$ cat config.mk
export PLATFORM = sky130hd
export DESIGN_NAME = arith_flag_unit_flat
export DESIGN_NICKNAME = d
export VERILOG_FILES = /design/src/rtl/arith_flag_unit_if.sv /design/src/rtl/arith_flag_unit.sv /design/src/flat_wrapper.sv
export SDC_FILE = /design/constraint.sdc
export NUM_CORES = 1
export LEC_CHECK = 0
export BUFFER_PORTS_ARGS = -buffer_cell sky130_fd_sc_hd__clkbuf_2
export CAP_MARGIN = 20
export CORE_MARGIN = 2
export CORE_UTILIZATION = 40
export DETAILED_ROUTE_END_ITERATION = 8
export PLACE_DENSITY = 0.78
export SLEW_MARGIN = 5
export SYNTH_ARGS = -nofsm -noshare
export SYNTH_HDL_FRONTEND = slang
export SYNTH_SLANG_ARGS = --single-unit
$ cat constraint.sdc
create_clock -name clk -period 1.6 [get_ports clk]
set_input_delay 0.08 -clock clk [delete_from_list [all_inputs] [get_ports clk]]
set_output_delay 0.08 -clock clk [all_outputs]
set_load 0.005 [all_outputs]
$ cat src/rtl/arith_flag_unit_if.sv
// rtl/arith_flag_unit_if.sv - arithbox result / flag update and condition query bundle
interface arith_flag_unit_if;
  logic        upd_valid;
  logic        upd_ready;
  logic [3:0]  arithop;
  logic [3:0]  calc_sz;
  logic [31:0] resa;
  logic        co;
  logic        af;
  logic        sa;
  logic        sb;
  logic        cmp;
  logic [5:0]  flg_mask;
  logic        cc_valid;
  logic [3:0]  cc_code;
  logic        cc_ready;
  logic        cc_done;
  logic        cc_taken;
  logic        ci;
  logic        ai;

  modport master (
    output upd_valid, arithop, calc_sz, resa, co, af, sa, sb, cmp, flg_mask,
    output cc_valid, cc_code,
    input  upd_ready, cc_ready, cc_done, cc_taken, ci, ai
  );

  modport slave (
    input  upd_valid, arithop, calc_sz, resa, co, af, sa, sb, cmp, flg_mask,
    input  cc_valid, cc_code,
    output upd_ready, cc_ready, cc_done, cc_taken, ci, ai
  );
endinterface

$ cat src/rtl/arith_flag_unit.sv
// rtl/arith_flag_unit.sv - EFLAGS derivation/commit from arithbox results plus Jcc/SETcc evaluation
module arith_flag_unit #(
  parameter logic [15:0] RST_FLAGS = 16'h0002
) (
  input  logic              clk,
  input  logic              rstn,
  arith_flag_unit_if.slave  bus,
  input  logic              wr_en,
  input  logic [15:0]       wr_data,
  output logic              res_we,
  output logic [15:0]       eflags
);

  typedef enum logic [1:0] {IDLE, CAP, CMT} state_t;

  state_t      state_q;
  logic [3:0]  op_q;
  logic [3:0]  sz_q;
  logic [31:0] resa_q;
  logic        co_q, af_q, sa_q, sb_q, cmp_q;
  logic [5:0]  mask_q;
  logic [5:0]  flags_q;
  logic [5:0]  flags_d;
  logic        opok_q;
  logic        res_we_q;
  logic [15:0] eflags_q;
  logic [15:0] eflags_cmt;
  logic        cc_done_q, cc_taken_q;
  logic        cc_hit;

  // flags_d layout matches flg_mask: {OF,SF,ZF,AF,PF,CF}
  always_comb begin
    logic msb, zf, pf, cf, of, logic_op;
    logic_op = (op_q == 4'b0001) || (op_q == 4'b0100) || (op_q == 4'b0110);
    if (sz_q == 4'd4) begin
      msb = resa_q[31];
      zf  = (resa_q == 32'd0);
    end else if (sz_q == 4'd2) begin
      msb = resa_q[15];
      zf  = (resa_q[15:0] == 16'd0);
    end else begin
      msb = resa_q[7];
      zf  = (resa_q[7:0] == 8'd0);
    end
    pf = ~^resa_q[7:0];
    cf = logic_op ? 1'b0 : co_q;
    of = logic_op ? 1'b0 : ((sa_q == sb_q) && (msb != sa_q));
    flags_d = {of, msb, zf, af_q, pf, cf};
  end

  always_comb begin
    logic [5:0] m;
    m          = mask_q & {6{opok_q}};
    eflags_cmt = eflags_q;
    if (m[0]) eflags_cmt[0]  = flags_q[0];
    if (m[1]) eflags_cmt[2]  = flags_q[1];
    if (m[2]) eflags_cmt[4]  = flags_q[2];
    if (m[3]) eflags_cmt[6]  = flags_q[3];
    if (m[4]) eflags_cmt[7]  = flags_q[4];
    if (m[5]) eflags_cmt[11] = flags_q[5];
  end

  always_comb begin
    logic base;
    case (bus.cc_code[3:1])
      3'd0:    base = eflags_q[11];
      3'd1:    base = eflags_q[0];
      3'd2:    base = eflags_q[6];
      3'd3:    base = eflags_q[0] | eflags_q[6];
      3'd4:    base = eflags_q[7];
      3'd5:    base = eflags_q[2];
      3'd6:    base = eflags_q[7] ^ eflags_q[11];
      default: base = eflags_q[6] | (eflags_q[7] ^ eflags_q[11]);
    endcase
    cc_hit = base ^ bus.cc_code[0];
  end

  always_ff @(posedge clk or negedge rstn) begin
    if (!rstn) begin
      state_q    <= IDLE;
      op_q       <= 4'd0;
      sz_q       <= 4'd0;
      resa_q     <= 32'd0;
      co_q       <= 1'b0;
      af_q       <= 1'b0;
      sa_q       <= 1'b0;
      sb_q       <= 1'b0;
      cmp_q      <= 1'b0;
      mask_q     <= 6'd0;
      flags_q    <= 6'd0;
      opok_q     <= 1'b0;
      res_we_q   <= 1'b0;
      eflags_q   <= RST_FLAGS;
      cc_done_q  <= 1'b0;
      cc_taken_q <= 1'b0;
    end else begin
      cc_done_q <= 1'b0;
      res_we_q  <= 1'b0;
      if (bus.cc_valid && state_q == IDLE) begin
        cc_done_q  <= 1'b1;
        cc_taken_q <= cc_hit;
      end
      case (state_q)
        IDLE: begin
          if (bus.upd_valid) begin
            op_q    <= bus.arithop;
            sz_q    <= bus.calc_sz;
            resa_q  <= bus.resa;
            co_q    <= bus.co;
            af_q    <= bus.af;
            sa_q    <= bus.sa;
            sb_q    <= bus.sb;
            cmp_q   <= bus.cmp;
            mask_q  <= bus.flg_mask;
            state_q <= CAP;
          end
        end
        CAP: begin
          if (wr_en) begin
            state_q <= IDLE;
          end else begin
            flags_q  <= flags_d;
            opok_q   <= ~op_q[3];
            res_we_q <= ~cmp_q;
            state_q  <= CMT;
          end
        end
        default: begin
          state_q <= IDLE;
          if (!wr_en) eflags_q <= eflags_cmt;
        end
      endcase
      // Direct writes are ordered last so they override a same-cycle commit.
      if (wr_en) eflags_q <= wr_data | 16'h0002;
    end
  end

  // A direct write landing in the commit cycle cancels the writeback strobe too.
  assign res_we        = res_we_q & ~wr_en;
  assign eflags        = eflags_q;
  assign bus.upd_ready = (state_q == IDLE);
  assign bus.cc_ready  = (state_q == IDLE);
  assign bus.cc_done   = cc_done_q;
  assign bus.cc_taken  = cc_taken_q;
  assign bus.ci        = eflags_q[0];
  assign bus.ai        = eflags_q[4];

endmodule
$ cat src/flat_wrapper.sv
// flat-port wrapper written by rule: the top's interface ports become plain ports
module arith_flag_unit_flat 
#(
  parameter logic [15:0] RST_FLAGS = 16'h0002
)
  (clk, rstn, wr_en, wr_data, res_we, eflags, bus_upd_valid, bus_arithop, bus_calc_sz, bus_resa, bus_co, bus_af, bus_sa, bus_sb, bus_cmp, bus_flg_mask, bus_cc_valid, bus_cc_code, bus_upd_ready, bus_cc_ready, bus_cc_done, bus_cc_taken, bus_ci, bus_ai);
  arith_flag_unit_if bus_i ();
  input  logic clk;
  input  logic rstn;
  input  logic wr_en;
  input  logic [15:0] wr_data;
  output logic res_we;
  output logic [15:0] eflags;
  input wire logic [$bits(bus_i.upd_valid)-1:0] bus_upd_valid;
  input wire logic [$bits(bus_i.arithop)-1:0] bus_arithop;
  input wire logic [$bits(bus_i.calc_sz)-1:0] bus_calc_sz;
  input wire logic [$bits(bus_i.resa)-1:0] bus_resa;
  input wire logic [$bits(bus_i.co)-1:0] bus_co;
  input wire logic [$bits(bus_i.af)-1:0] bus_af;
  input wire logic [$bits(bus_i.sa)-1:0] bus_sa;
  input wire logic [$bits(bus_i.sb)-1:0] bus_sb;
  input wire logic [$bits(bus_i.cmp)-1:0] bus_cmp;
  input wire logic [$bits(bus_i.flg_mask)-1:0] bus_flg_mask;
  input wire logic [$bits(bus_i.cc_valid)-1:0] bus_cc_valid;
  input wire logic [$bits(bus_i.cc_code)-1:0] bus_cc_code;
  output wire logic [$bits(bus_i.upd_ready)-1:0] bus_upd_ready;
  output wire logic [$bits(bus_i.cc_ready)-1:0] bus_cc_ready;
  output wire logic [$bits(bus_i.cc_done)-1:0] bus_cc_done;
  output wire logic [$bits(bus_i.cc_taken)-1:0] bus_cc_taken;
  output wire logic [$bits(bus_i.ci)-1:0] bus_ci;
  output wire logic [$bits(bus_i.ai)-1:0] bus_ai;
  assign bus_i.upd_valid = bus_upd_valid;
  assign bus_i.arithop = bus_arithop;
  assign bus_i.calc_sz = bus_calc_sz;
  assign bus_i.resa = bus_resa;
  assign bus_i.co = bus_co;
  assign bus_i.af = bus_af;
  assign bus_i.sa = bus_sa;
  assign bus_i.sb = bus_sb;
  assign bus_i.cmp = bus_cmp;
  assign bus_i.flg_mask = bus_flg_mask;
  assign bus_i.cc_valid = bus_cc_valid;
  assign bus_i.cc_code = bus_cc_code;
  assign bus_upd_ready = bus_i.upd_ready;
  assign bus_cc_ready = bus_i.cc_ready;
  assign bus_cc_done = bus_i.cc_done;
  assign bus_cc_taken = bus_i.cc_taken;
  assign bus_ci = bus_i.ci;
  assign bus_ai = bus_i.ai;
  arith_flag_unit #(.RST_FLAGS(RST_FLAGS)) u_core (.clk(clk), .rstn(rstn), .bus(bus_i), .wr_en(wr_en), .wr_data(wr_data), .res_we(res_we), .eflags(eflags));
endmodule
==> results_dict.tcl <==
set metrics [dict create \
    outcome "complete, no violations" \
    firstDrtPassIters 6 \
    synthTopCellsByCount "dfrtp_1, mux2_2, nand2_1" \
    slew_viol_final 0 \
    fin_crit_ps 1570 \
    synth-edff-count 0 \
    async_reset_ff_share_pct 100 \
    grt_first_pass_wirelength_um 13400 \
    syn_inst 273 \
    initial_core_util_pct 41.6 \
    setup_viol 0 \
    path_class "flop to flop" \
    cts.sink_count 79 \
    post-route-period-util_pct 98.2 \
    path_cells "or4b_4, o221ai_4, nor2_1, a221o_1" \
    multi_input_area_um2 1280 \
    post-synth-top-count-cell "dfrtp_1" \
    diodes 0 \
    setup_tns_ps 0 \
    area_delta_synth_final_pct 43.6 \
    pin_count 99 \
    path_max_fanout 2 \
    seq_area_um2 1980 \
    synth_area_leaders "dfrtp_1, mux2_2, nand2_1" \
    grt_usage_pct 17.6 \
    hold_start "bus_cc_code[2]" \
    grt.overflow.total 0 \
    cts-buffers-inserted 9 \
    synth.distinct_cells 43 \
    antenna_found_initial 0 \
    path_clk_slew_ps 90 \
    ys_ff_latch 79 \
    num_vias 2659 \
    io_buffers 97 \
    skew_ps 5.86 \
    hold_violations 0 \
    drive_above_1_share_pct 43.0 \
    synth_area_um2 3450 \
    irDropWorstVdd_uv 792 \
    die-height_um 96.9 \
    synth_top_area_cell "dfrtp_1" \
    critPathSlowestCell "or4b_4" \
    rows 33 \
    setup_slack_ps 28.6 \
    synthFlopType "dfrtp_1" \
    drc 0 \
    core_area_um2 8300 \
    routedWlPerCell_um 14.9 \
    fp.dieW_um 96.9 \
    vias_per_cell 4.84 \
    grt_max_degree 43 \
    slew_headroom_pct 62.1 \
    critPathMaxStageDelay_ps 560 \
    synth-warning-count 0 \
    drt-total-wl_um 8160 \
    cts_tree "yes" \
    placedCellCount 464 \
    required_ps 1830 \
    p_leak_nw 2.34 \
    grt_pass1_vias 2890 \
    fillers 657 \
    r2r_start "u_core.sz_q[1]" \
    die_area_um2 9380 \
    nets 519 \
    p_per_area_nw_per_um2 1060 \
    startpoint_type "flop" \
    min_path_type "primary input to flop" \
    ctsHtreeMaxLevel 3 \
    synth-seq-area-share_pct 57.3 \
    hpwl_um 5340 \
    cts.path.max_buffers 2 \
    place_worst_setup_slack_ps 41.6 \
    drv_cap 0 \
    synth_nets 353 \
    synthDominantCellAreaShare_pct 56.6 \
    gp_congestion 0.838 \
    rsz0062_at_grt "true" \
    syn_area_per_cell_um2 12.6 \
    arrival_ps 1800 \
    cts-root-buf "clkbuf_8" \
    clk_latency_ps 340 \
    crit_start "u_core.sz_q[1]" \
    fin_cells 549 \
    drt_first_iter_violations 86 \
    fmax_mhz 636 \
    final_antenna_net_count 0 \
    tightest_slew_ps 569 \
    end_kind "flop" \
]
-- through the flow --
stage	utilization [%]	instance area, um^2	hold slack (ps)	total power [W]
6_report	59.7	4950	190	0.00524
3_5_place_dp	48.7	4050	109	0.00360
5_1_grt	59.7	4950	201	0.00554
4_1_cts	59.4	4930	170	0.00525
3_3_place_gp	48.7	4050	102	0.00353
2_1_floorplan	-	3450	-216	0.00321
-- flip-flops by register name, indices dropped and copies added, names as in the netlist, 2 cells and up --
signal and flops:
u_core.state_q 2, u_core.sz_q 4, u_core.eflags 16, u_core.resa_q 32, u_core.flags_q 6, u_core.op_q 4, u_core.mask_q 6
-- critical path, delay by kind of cell (launching register included) --
| kind | cells | cell delay (ps) |
|---|---|---|
| AND/OR/NAND/NOR | 2 | 620 |
| AO/OA/AOI/OAI | 2 | 460 |
| flip-flops | 1 | 390 |
-- where the power goes --
| part | internal [W] | switching, W | leakage (nW) |
|---|---|---|---|
| Combinational | 0.000683 | 0.000456 | 1.30 |
| Sequential | 0.00235 | 0.000234 | 0.944 |
| Clock | 0.000741 | 0.000776 | 0.105 |
-- worst paths after layout --
path | slack [ps] | to | cells past startpoint
max reg2reg | 30 | u_core.flags_q[5] | 4
min | 190 | u_core.bus.cc_taken | 4
max in group asynchronous | 720 | u_core.state_q[1] | 3
min reg2reg | 450 | u_core.res_we_q | 1
min in group asynchronous | 260 | u_core.resa_q[18] | 2
max | 30 | u_core.flags_q[5] | 4
-- cell usage in the layout, fill, tap and decap left out, types with 2 or more instances in the layout --
cell type,n
inv_6,3
a21oi_1,2
o21ai_0,16
nor4_1,7
buf_12,2
mux2_2,53
nand2_1,28
clkinv_4,2
dlygate4sd3_1,68
nor2_1,6
ha_1,4
a221oi_1,2
dfrtp_1,78
clkbuf_2,96
clkbuf_8,9
mux2i_1,6
xnor2_1,2
nor2b_1,2
buf_4,14
xor2_1,3
inv_1,11
-- routing by layer --
metal | track usage, % | share of wire (%) | routed length [um]
met1 | 20.9 | 42 | 3460
met2 | 31.7 | 52 | 4210
met3 | 4.12 | 4.4 | 359
met4 | 5.20 | 1.6 | 133
met5 | 0 | 0 | 0
-- final cells by class --
| class | count | share of cell area, % |
|---|---|---|
| Clock buffer | 9 | 2.50 |
| Clock inverter | 7 | 1.59 |
| Inverter | 11 | 0.834 |
| Multi-Input combinational cell | 157 | 25.9 |
| Sequential cell | 79 | 39.9 |
| Tap cell | 105 | 2.65 |
| Timing Repair Buffer | 181 | 26.6 |
-- logic make-up (layout without fill, tap and decap cells) --
group,after synthesis,in the layout,synth area share [%]
multiplexers,59,59,19.0
XOR/XNOR,5,5,1.27
flip-flops,79,79,57.3
adder cells (fa/ha/maj),4,4,1.45
AO/OA/AOI/OAI,29,29,5.95
AND/OR/NAND/NOR,60,60,9.03
buffers and inverters,37,208,5.91
-- what timing repair did --
item | in CTS | in global routing
buffers inserted | 0 | 1
hold buffers | 68 | 0
resized for setup | 0 | 3
endpoints found under the setup margin | 0 | 1
endpoints found under the hold margin | 105 | 0
No activity file was read; power rests on OpenSTA's default activity.
